[src/rtl/mc_control_fsm.sv]
// rtl/mc_control_fsm.sv - main control FSM for the multicycle MIPS core
//
// Sequences the shared datapath through fetch, decode, execute, memory
// and writeback. It waits on mem_ready for variable-latency memory. A
// watchdog bounds memory waits, and a sticky TRAP state catches illegal
// instructions and memory timeouts.
//
// Optional feature macro: BNE_BLTZ_EN (bne becomes a legal branch with
// pcen = ~zero; when undefined, bne decodes as illegal).
//
// Parameters:
//   ALUCTRL_W    alucontrol width (>=3, bits above [2] are driven 0)
//   TIMEOUT_CYC  consecutive memory wait cycles before trapping (1..255)
//
// Ports:
//   clk, reset               rising-edge clock, synchronous active-low reset
//   opcode, funct            instruction fields from the IR
//   zero                     ALU zero flag
//   mem_ready                memory completes the current access this cycle
//   iord .. alusrca          single-bit datapath controls
//   alusrcb, pcsrc           ALU B / PC source selects
//   pcen                     PC write enable
//   alucontrol               ALU operation
//   state                    current state code (debug)
//   illegal, mem_timeout     sticky fault flags
module mc_control_fsm #(
    parameter int ALUCTRL_W   = 3,
    parameter int TIMEOUT_CYC = 15
) (
    input  logic                 clk,
    input  logic                 reset,
    input  logic [5:0]           opcode,
    input  logic [5:0]           funct,
    input  logic                 zero,
    input  logic                 mem_ready,
    output logic                 iord,
    output logic                 memread,
    output logic                 memwrite,
    output logic                 irwrite,
    output logic                 memtoreg,
    output logic                 regwrite,
    output logic                 regdst,
    output logic                 alusrca,
    output logic [1:0]           alusrcb,
    output logic [1:0]           pcsrc,
    output logic                 pcen,
    output logic [ALUCTRL_W-1:0] alucontrol,
    output logic [3:0]           state,
    output logic                 illegal,
    output logic                 mem_timeout
);

    typedef enum logic [3:0] {
        S_FETCH  = 4'd0,
        S_DECODE = 4'd1,
        S_MEMADR = 4'd2,
        S_MEMRD  = 4'd3,
        S_MEMWB  = 4'd4,
        S_MEMWR  = 4'd5,
        S_EXEC   = 4'd6,
        S_ALUWB  = 4'd7,
        S_BRANCH = 4'd8,
        S_ADDIEX = 4'd9,
        S_ADDIWB = 4'd10,
        S_JUMP   = 4'd11,
        S_TRAP   = 4'd15
    } state_t;

    localparam logic [5:0] OP_RTYPE = 6'b000000;
    localparam logic [5:0] OP_LW    = 6'b100011;
    localparam logic [5:0] OP_SW    = 6'b101011;
    localparam logic [5:0] OP_BEQ   = 6'b000100;
    localparam logic [5:0] OP_ADDI  = 6'b001000;
    localparam logic [5:0] OP_J     = 6'b000010;
`ifdef BNE_BLTZ_EN
    localparam logic [5:0] OP_BNE   = 6'b000101;
`endif

    localparam logic [2:0] ALU_ADD = 3'b010;
    localparam logic [2:0] ALU_SUB = 3'b110;
    localparam logic [2:0] ALU_AND = 3'b000;
    localparam logic [2:0] ALU_OR  = 3'b001;
    localparam logic [2:0] ALU_SLT = 3'b111;

    // Last watchdog count that may still wait; one more idle cycle traps.
    localparam logic [7:0] WDOG_LAST = 8'(TIMEOUT_CYC - 1);

    state_t     state_q, state_d;
    logic [7:0] wdog_q, wdog_d;
    logic       illegal_q, illegal_d;
    logic       timeout_q, timeout_d;
    logic       mem_wait;

    function automatic logic funct_legal(input logic [5:0] f);
        case (f)
            6'b100000, 6'b100010, 6'b100100, 6'b100101, 6'b101010: funct_legal = 1'b1;
            default:                                                funct_legal = 1'b0;
        endcase
    endfunction

    // Unsupported functs fall back to add; the FSM traps on them anyway.
    function automatic logic [2:0] funct_alu(input logic [5:0] f);
        case (f)
            6'b100010: funct_alu = ALU_SUB;
            6'b100100: funct_alu = ALU_AND;
            6'b100101: funct_alu = ALU_OR;
            6'b101010: funct_alu = ALU_SLT;
            default:   funct_alu = ALU_ADD;
        endcase
    endfunction

    // Next-state, watchdog and sticky flag logic.
    always_comb begin
        state_d   = state_q;
        wdog_d    = 8'd0;
        illegal_d = illegal_q;
        timeout_d = timeout_q;

        // Only the three memory-handshake states can stall.
        case (state_q)
            S_FETCH, S_MEMRD, S_MEMWR: mem_wait = !mem_ready;
            default:                   mem_wait = 1'b0;
        endcase

        if (mem_wait && (wdog_q == WDOG_LAST)) begin
            state_d   = S_TRAP;
            timeout_d = 1'b1;
        end else begin
            if (mem_wait) begin
                wdog_d = wdog_q + 8'd1;
            end
            case (state_q)
                S_FETCH:  if (mem_ready) state_d = S_DECODE;
                S_DECODE: begin
                    case (opcode)
                        OP_LW, OP_SW: state_d = S_MEMADR;
                        OP_RTYPE:     state_d = S_EXEC;
                        OP_BEQ:       state_d = S_BRANCH;
`ifdef BNE_BLTZ_EN
                        OP_BNE:       state_d = S_BRANCH;
`endif
                        OP_ADDI:      state_d = S_ADDIEX;
                        OP_J:         state_d = S_JUMP;
                        default: begin
                            state_d   = S_TRAP;
                            illegal_d = 1'b1;
                        end
                    endcase
                end
                // IR is stable past FETCH, so opcode still selects lw/sw here.
                S_MEMADR: state_d = (opcode == OP_SW) ? S_MEMWR : S_MEMRD;
                S_MEMRD:  if (mem_ready) state_d = S_MEMWB;
                S_MEMWB:  state_d = S_FETCH;
                S_MEMWR:  if (mem_ready) state_d = S_FETCH;
                S_EXEC: begin
                    if (funct_legal(funct)) begin
                        state_d = S_ALUWB;
                    end else begin
                        state_d   = S_TRAP;
                        illegal_d = 1'b1;
                    end
                end
                S_ALUWB:  state_d = S_FETCH;
                S_BRANCH: state_d = S_FETCH;
                S_ADDIEX: state_d = S_ADDIWB;
                S_ADDIWB: state_d = S_FETCH;
                S_JUMP:   state_d = S_FETCH;
                S_TRAP:   state_d = S_TRAP;
                default:  state_d = S_TRAP;
            endcase
        end
    end

    always_ff @(posedge clk) begin
        if (!reset) begin
            state_q   <= S_FETCH;
            wdog_q    <= 8'd0;
            illegal_q <= 1'b0;
            timeout_q <= 1'b0;
        end else begin
            state_q   <= state_d;
            wdog_q    <= wdog_d;
            illegal_q <= illegal_d;
            timeout_q <= timeout_d;
        end
    end

    // Output decode. Everything is held at 0 while reset is asserted, so an
    // aborted instruction can never issue a write in the reset cycle.
    logic [2:0] alu3;
    logic       take;

    always_comb begin
        iord        = 1'b0;
        memread     = 1'b0;
        memwrite    = 1'b0;
        irwrite     = 1'b0;
        memtoreg    = 1'b0;
        regwrite    = 1'b0;
        regdst      = 1'b0;
        alusrca     = 1'b0;
        alusrcb     = 2'b00;
        pcsrc       = 2'b00;
        pcen        = 1'b0;
        alu3        = 3'b000;
        state       = 4'd0;
        illegal     = 1'b0;
        mem_timeout = 1'b0;

`ifdef BNE_BLTZ_EN
        take = (opcode == OP_BNE) ? !zero : zero;
`else
        take = zero;
`endif

        if (reset) begin
            state       = state_q;
            illegal     = illegal_q;
            mem_timeout = timeout_q;
            alu3        = ALU_ADD;
            case (state_q)
                S_FETCH: begin
                    memread = 1'b1;
                    alusrcb = 2'b01;
                    irwrite = mem_ready;
                    pcen    = mem_ready;
                end
                S_DECODE: alusrcb = 2'b11;
                S_MEMADR: begin
                    alusrca = 1'b1;
                    alusrcb = 2'b10;
                end
                S_MEMRD: begin
                    memread = 1'b1;
                    iord    = 1'b1;
                end
                S_MEMWB: begin
                    regwrite = 1'b1;
                    memtoreg = 1'b1;
                end
                S_MEMWR: begin
                    memwrite = 1'b1;
                    iord     = 1'b1;
                end
                S_EXEC: begin
                    alusrca = 1'b1;
                    alu3    = funct_alu(funct);
                end
                S_ALUWB: begin
                    regwrite = 1'b1;
                    regdst   = 1'b1;
                end
                S_BRANCH: begin
                    alusrca = 1'b1;
                    alu3    = ALU_SUB;
                    pcsrc   = 2'b01;
                    pcen    = take;
                end
                S_ADDIEX: begin
                    alusrca = 1'b1;
                    alusrcb = 2'b10;
                end
                S_ADDIWB: regwrite = 1'b1;
                S_JUMP: begin
                    pcsrc = 2'b10;
                    pcen  = 1'b1;
                end
                default: alu3 = 3'b000;
            endcase
        end

        alucontrol = ALUCTRL_W'(alu3);
    end

endmodule
[config.mk]
export PLATFORM = sky130hd
export DESIGN_NAME = mc_control_fsm
export DESIGN_NICKNAME = d
export VERILOG_FILES = /design/src/rtl/mc_control_fsm.sv
export SDC_FILE = /design/constraint.sdc
export NUM_CORES = 1
export LEC_CHECK = 0
export BUFFER_PORTS_ARGS = -buffer_cell sky130_fd_sc_hd__buf_4
export CAP_MARGIN = 20
export CORE_MARGIN = 2
export CORE_UTILIZATION = 51
export DETAILED_ROUTE_END_ITERATION = 8
export PLACE_DENSITY = 0.88
export SLEW_MARGIN = 20
export SYNTH_ARGS = -nofsm -noshare
export SYNTH_HDL_FRONTEND = slang
export SYNTH_SLANG_ARGS = --single-unit
[constraint.sdc]
create_clock -name clk -period 1.95 [get_ports clk]
set_clock_uncertainty 0.2 [all_clocks]
set_input_delay 0.2925 -clock clk [delete_from_list [all_inputs] [get_ports clk]]
set_output_delay 0.2925 -clock clk [all_outputs]
set_load 0.02 [all_outputs]
Word-level counts from Yosys, hierarchy flattened
Index checks and enable logic that the tools add are counted.
Widths: inputs -> output; s select.
{"block": "word_totals", "reg_bits": 14, "inputBits": 16, "out_inout_bits": 22, "wordCells": 97}
{"block": "classes", "n_addsub": 1, "eq_ne": 27, "n_mux": 43, "bitwise": 3, "n_reduce_logical": 19}
{"op": "$eq 6x6->1 const B", "count": 7}
{"op": "$pmux 4 s8", "count": 1}
{"op": "$mux 1", "count": 25}
{"op": "$mux 4", "count": 6}
{"op": "$pmux 4 s5", "count": 1}
{"op": "$eq 4x3->1 const B", "count": 4}
{"op": "$eq 4x4->1 const B", "count": 4}
{"op": "$pmux 3 s4", "count": 1}
{"op": "$reduce_or 10->1", "count": 1}
{"op": "$reduce_or 5->1", "count": 2}
{"op": "$ne 3x3->1 const B", "count": 3}
{"op": "$pmux 3 s3", "count": 1}
{"op": "$reduce_or 3->1", "count": 3}
{"op": "$add 8x1->8 const B", "count": 1}
{"op": "$eq 4x2->1 const B", "count": 2}
{"op": "$eq 8x4->1 const B", "count": 1}
{"op": "$reduce_or 2->1", "count": 4}
{"op": "$eq 6x2->1 const B", "count": 1}
{"op": "$eq 6x3->1 const B", "count": 1}
{"op": "$eq 6x4->1 const B", "count": 1}
{"op": "$logic_not 6->1", "count": 1}
{"op": "$mux 3", "count": 2}
{"op": "$pmux 2 s3", "count": 1}
{"op": "$reduce_or 6->1", "count": 1}
{"op": "other kinds (14)", "count": 18}

Longest topological paths before layout
{"block": "logic_depth", "word_depth": 8, "ltp_mapped": 6, "mapped_depth_nobuf": 5}

Worst setup path after synthesis
Ideal clock, no wire load.
{"block": "synth_timing", "path_kind": "register to output", "start": "register state_q[1]", "end": "output port regdst", "arrival_time_ps": 1563, "t_required_ps": 1457, "path_slack_ps": -105, "stages_incl_launch_ff": 7, "path_buffers": 2, "cell_sequence": "dfxtp_1 -> buf_2 -> buf_1 -> nand2_1 -> inv_1 -> nand2_1 -> nor3_1"}
{"block": "synth_between", "elab_chain_len": 3}
{"item": "start, declared", "line_no": "88", "text": "state_t state_q, state_d;"}
{"item": "start signal, assigned", "line_no": "181", "text": "state_q <= state_d;"}
{"item": "$eq 4x3->1", "line_no": "221", "text": "case (state_q)"}
{"item": "$mux 1", "line_no": "221"}
{"item": "$mux 1", "line_no": "216", "text": "if (reset) begin"}
{"item": "end, declared", "line_no": "42", "text": "output logic regdst,"}
No other way between the ends.

Worst setup path in the final report
{"block": "layout_timing", "start": "register state_q[0]", "end": "output port alusrcb[1]"}
{"block": "layout_between", "elab_chain_len": 4, "elab_cells_between_ends": 7, "classes_between": "eq/ne (3); mux (2); reduce/logical (2)"}
{"item": "$eq 4x4->1 or $eq 4x2->1 (tied branches)", "line_no": "221"}
{"item": "$reduce_or 2->1 (no source line)"}
{"item": "$pmux 2 s3 (*)", "line_no": "221"}
{"item": "$mux 2 (*)", "line_no": "216"}
{"item": "end, declared", "line_no": "44", "text": "output logic [1:0] alusrcb,"}
Mark *: on every way between the ends. The rest lies on a longest branch, timed or not.

==> out/results.ini <==
[critical_path]
worstPathBufferInverterCount = 3
criticalPathCategory = flip-flop to output port
start_kind = flip-flop
endpoint_kind = output port
cp_slowest_cell = dfxtp_4
cp.depth = 5
r2r_end = wdog_q[4]
crit_arrival_ps = 1470
worstPathRequired_ps = 1460
slowest_delay_ps = 370
crit_chain = buf_4, nor2b_1, buf_4, o211a_1, buf_4
r2r_slack_ps = 50
cp_top_family = buffers and inverters
rr_startpoint = state_q[1]
rr_worst_depth = 6
cp_common_cell = buf_4
path_max_fanout = 7
cp-endpoint = alusrcb[1]
crit_start = state_q[0]

[floorplanning]
num_rows = 17
pin_count = 38
start_util_pct = 55.1
design.die.area_um2 = 2850
die_h_um = 53.4
die_w_um = 53.4
core-area_um2 = 2250

[cts]
cts_root_buf = clkbuf_4
insertion_delay_ps = 280
cts_tree = yes
cts_buffers = 3
cts-hold-fix-buffers = 0
clock_sinks = 14
cts.clk_slew.worst_paths_ps = 90
htreeDepth = 1
clock_path_buffers = 2

[run_status]
violations = setup timing
outcome = finished with violations

[placement]
gp_congestion = 0.873
io_buffers = 37
hpwl_mm = 2.61
dp_slack_ps = 16.4
placed_cell_area_um2 = 1620
placedCellCount = 230

[sta]
rsz0062_at_grt = true
worst_slack_ps = -14.4
slew_violations = 0
timing.fmax_mhz = 509
finalSetupViolCount = 1
period_share_pct = 101
hold_viol = 0
min_period_ps = 1960
worstMarginPinSlew_ps = 542
relSlewSlack_pct = 63.5

[cells_and_area]
antenna_cells = 0
final_core_util_pct = 76.7
stdcell_count = 235
num-nets-final = 227
final_common_cell = buf_4
design_area_um2 = 1730
layout_common_cells = buf_4 (50), nand2_1 (12), nor2_1 (11)
area_delta_synth_final_pct = 39.3
drive_gt1_share_pct = 39.6

[synth]
yosys.area.top_type_share_pct = 22.6
synthCells = 161
syn-num-nets = 179
synth_area_leader_cell = dfxtp_1
netlist_area_um2 = 1240
synth_ff_type = dfxtp_1
yosys-top-cells-area = dfxtp_1 (23%), nor3_2 (6.4%), nor2_1 (4.2%), nor3_1 (3.6%), nand2_1 (3.6%)
avgSynthCellArea_um2 = 7.72
ys_ff_latch = 14
synth_edf_count = 0
synthArstFlopShare_pct = 0
yosysUniqueCellTypes = 54
yosysSeqAreaShare_pct = 22.6
yosys_warnings = 0

[grt]
grt_max_degree = 19
grt_pass1_wl_mm = 5.56
grt_use_total_pct = 26.3
antenna_found_initial = 0
grt_pass1_vias = 1313
grt_overflow = 0

[min_path]
hold_class = primary input to flip-flop
min_path_cells = 3

[power_and_ir_drop]
peakVddDrop_uv = 855
fin_total_pwr_mw = 1.86
power.leakage_nw = 0.749
p_per_area_nw_per_um2 = 1070

[job]
drv_cap = 0

[route]
drc_errors = 0
dr.first_iter.drc_count = 54
routed-via-count = 1438
routedWlPerCell_um = 15.7
postRouteWirelength_mm = 3.68
vias_per_cell = 6.12
drt_first_pass_iters = 4
antenna_left = 0

-- synthesized netlist by cell type, drive strengths merged (2+ instances only) --
| library cell | instances |
|---|---|
| buf | 6 |
| a31oi | 2 |
| o21a | 2 |
| ha | 2 |
| nand3 | 6 |
| a21oi | 2 |
| dfxtp | 14 |
| a21o | 2 |
| nand4 | 3 |
| o211ai | 2 |
| o21bai | 2 |
| inv | 8 |
| and2 | 5 |
| xnor2 | 4 |
| and3 | 5 |
| o41ai | 2 |
| nor2 | 14 |
| xor2 | 5 |
| nand2b | 4 |
| nand2 | 12 |
| o21ai | 3 |
| a32oi | 3 |
| nor2b | 5 |
| clkbuf | 5 |
| a22oi | 3 |
| nor3 | 17 |
-- how the worst min path moves through the flow --
stage	slack (ps)	start	endpoint
floorplan	230	illegal_q	illegal_q
detailed placement	260	illegal_q	illegal_q
finish	140	opcode[4]	illegal_q
global route	150	reset	illegal_q
CTS	150	reset	illegal_q
global placement	240	illegal_q	illegal_q
-- state kept, by name (all words and copies together) (netlist names) --
signal,flops
wdog_q,8
state_q,4
illegal_q,1
timeout_q,1
-- layout make-up --
type | count | area, um2
clock buffers | 3 | 22.5
fillers | 157 | 524
inverters | 8 | 30.0
multi-input cells | 128 | 927
flip-flops and latches | 14 | 295
well taps | 28 | 35.0
repair buffers | 54 | 420
-- worst reg2reg max path: stages, from the launching register on --
cell and delay (ps):
dfxtp_4 390, buf_6 130, and3b_1 180, a21oi_2 50, or4b_4 570, buf_6 160
nor3_2 150
-- cells by family (layout without fill, tap and decap cells) --
group                    after synthesis  after routing  synth area share (%)
AND/OR/NAND/NOR                       81             81                  39.0
AO/OA/AOI/OAI                         34             34                  21.6
buffers and inverters                 19             65                  6.95
flip-flops                            14             14                  22.6
XOR/XNOR                               9              9                  6.34
adder cells (fa/ha/maj)                3              3                  2.82
multiplexers                           1              1                 0.806
-- metal layers --
layer / GRT usage, % / vias to the layer above / wire, um
met5: 0 / - / 0
met4: 5.98 / 0 / 31
met3: 7.34 / 7 / 232
met2: 45.5 / 61 / 1860
met1: 32.0 / 683 / 1560
li1: - / 687 / -
-- through the flow --
stage / hold WS, ps / TNS, ps
after floorplan: 231 / 0
after global placement: 242 / 0
after detailed placement: 264 / 0
after CTS: 147 / -13.0
after global routing: 153 / -164
final: 139 / -14.4
-- power breakdown --
| group | internal, mW | switching, mW |
|---|---|---|
| registers | 0.356 | 0.0910 |
| clock network | 0.0717 | 0.0962 |
| logic | 0.574 | 0.669 |
-- timing repair --
action / 4_1_cts / 5_1_grt
setup buffers: 0 / 1
setup endpoints to repair: 12 / 8
gates resized for setup: 9 / 20
pin swaps: 0 / 6
cloned: 0 / 1
Power figures use the tool's default switching activity.
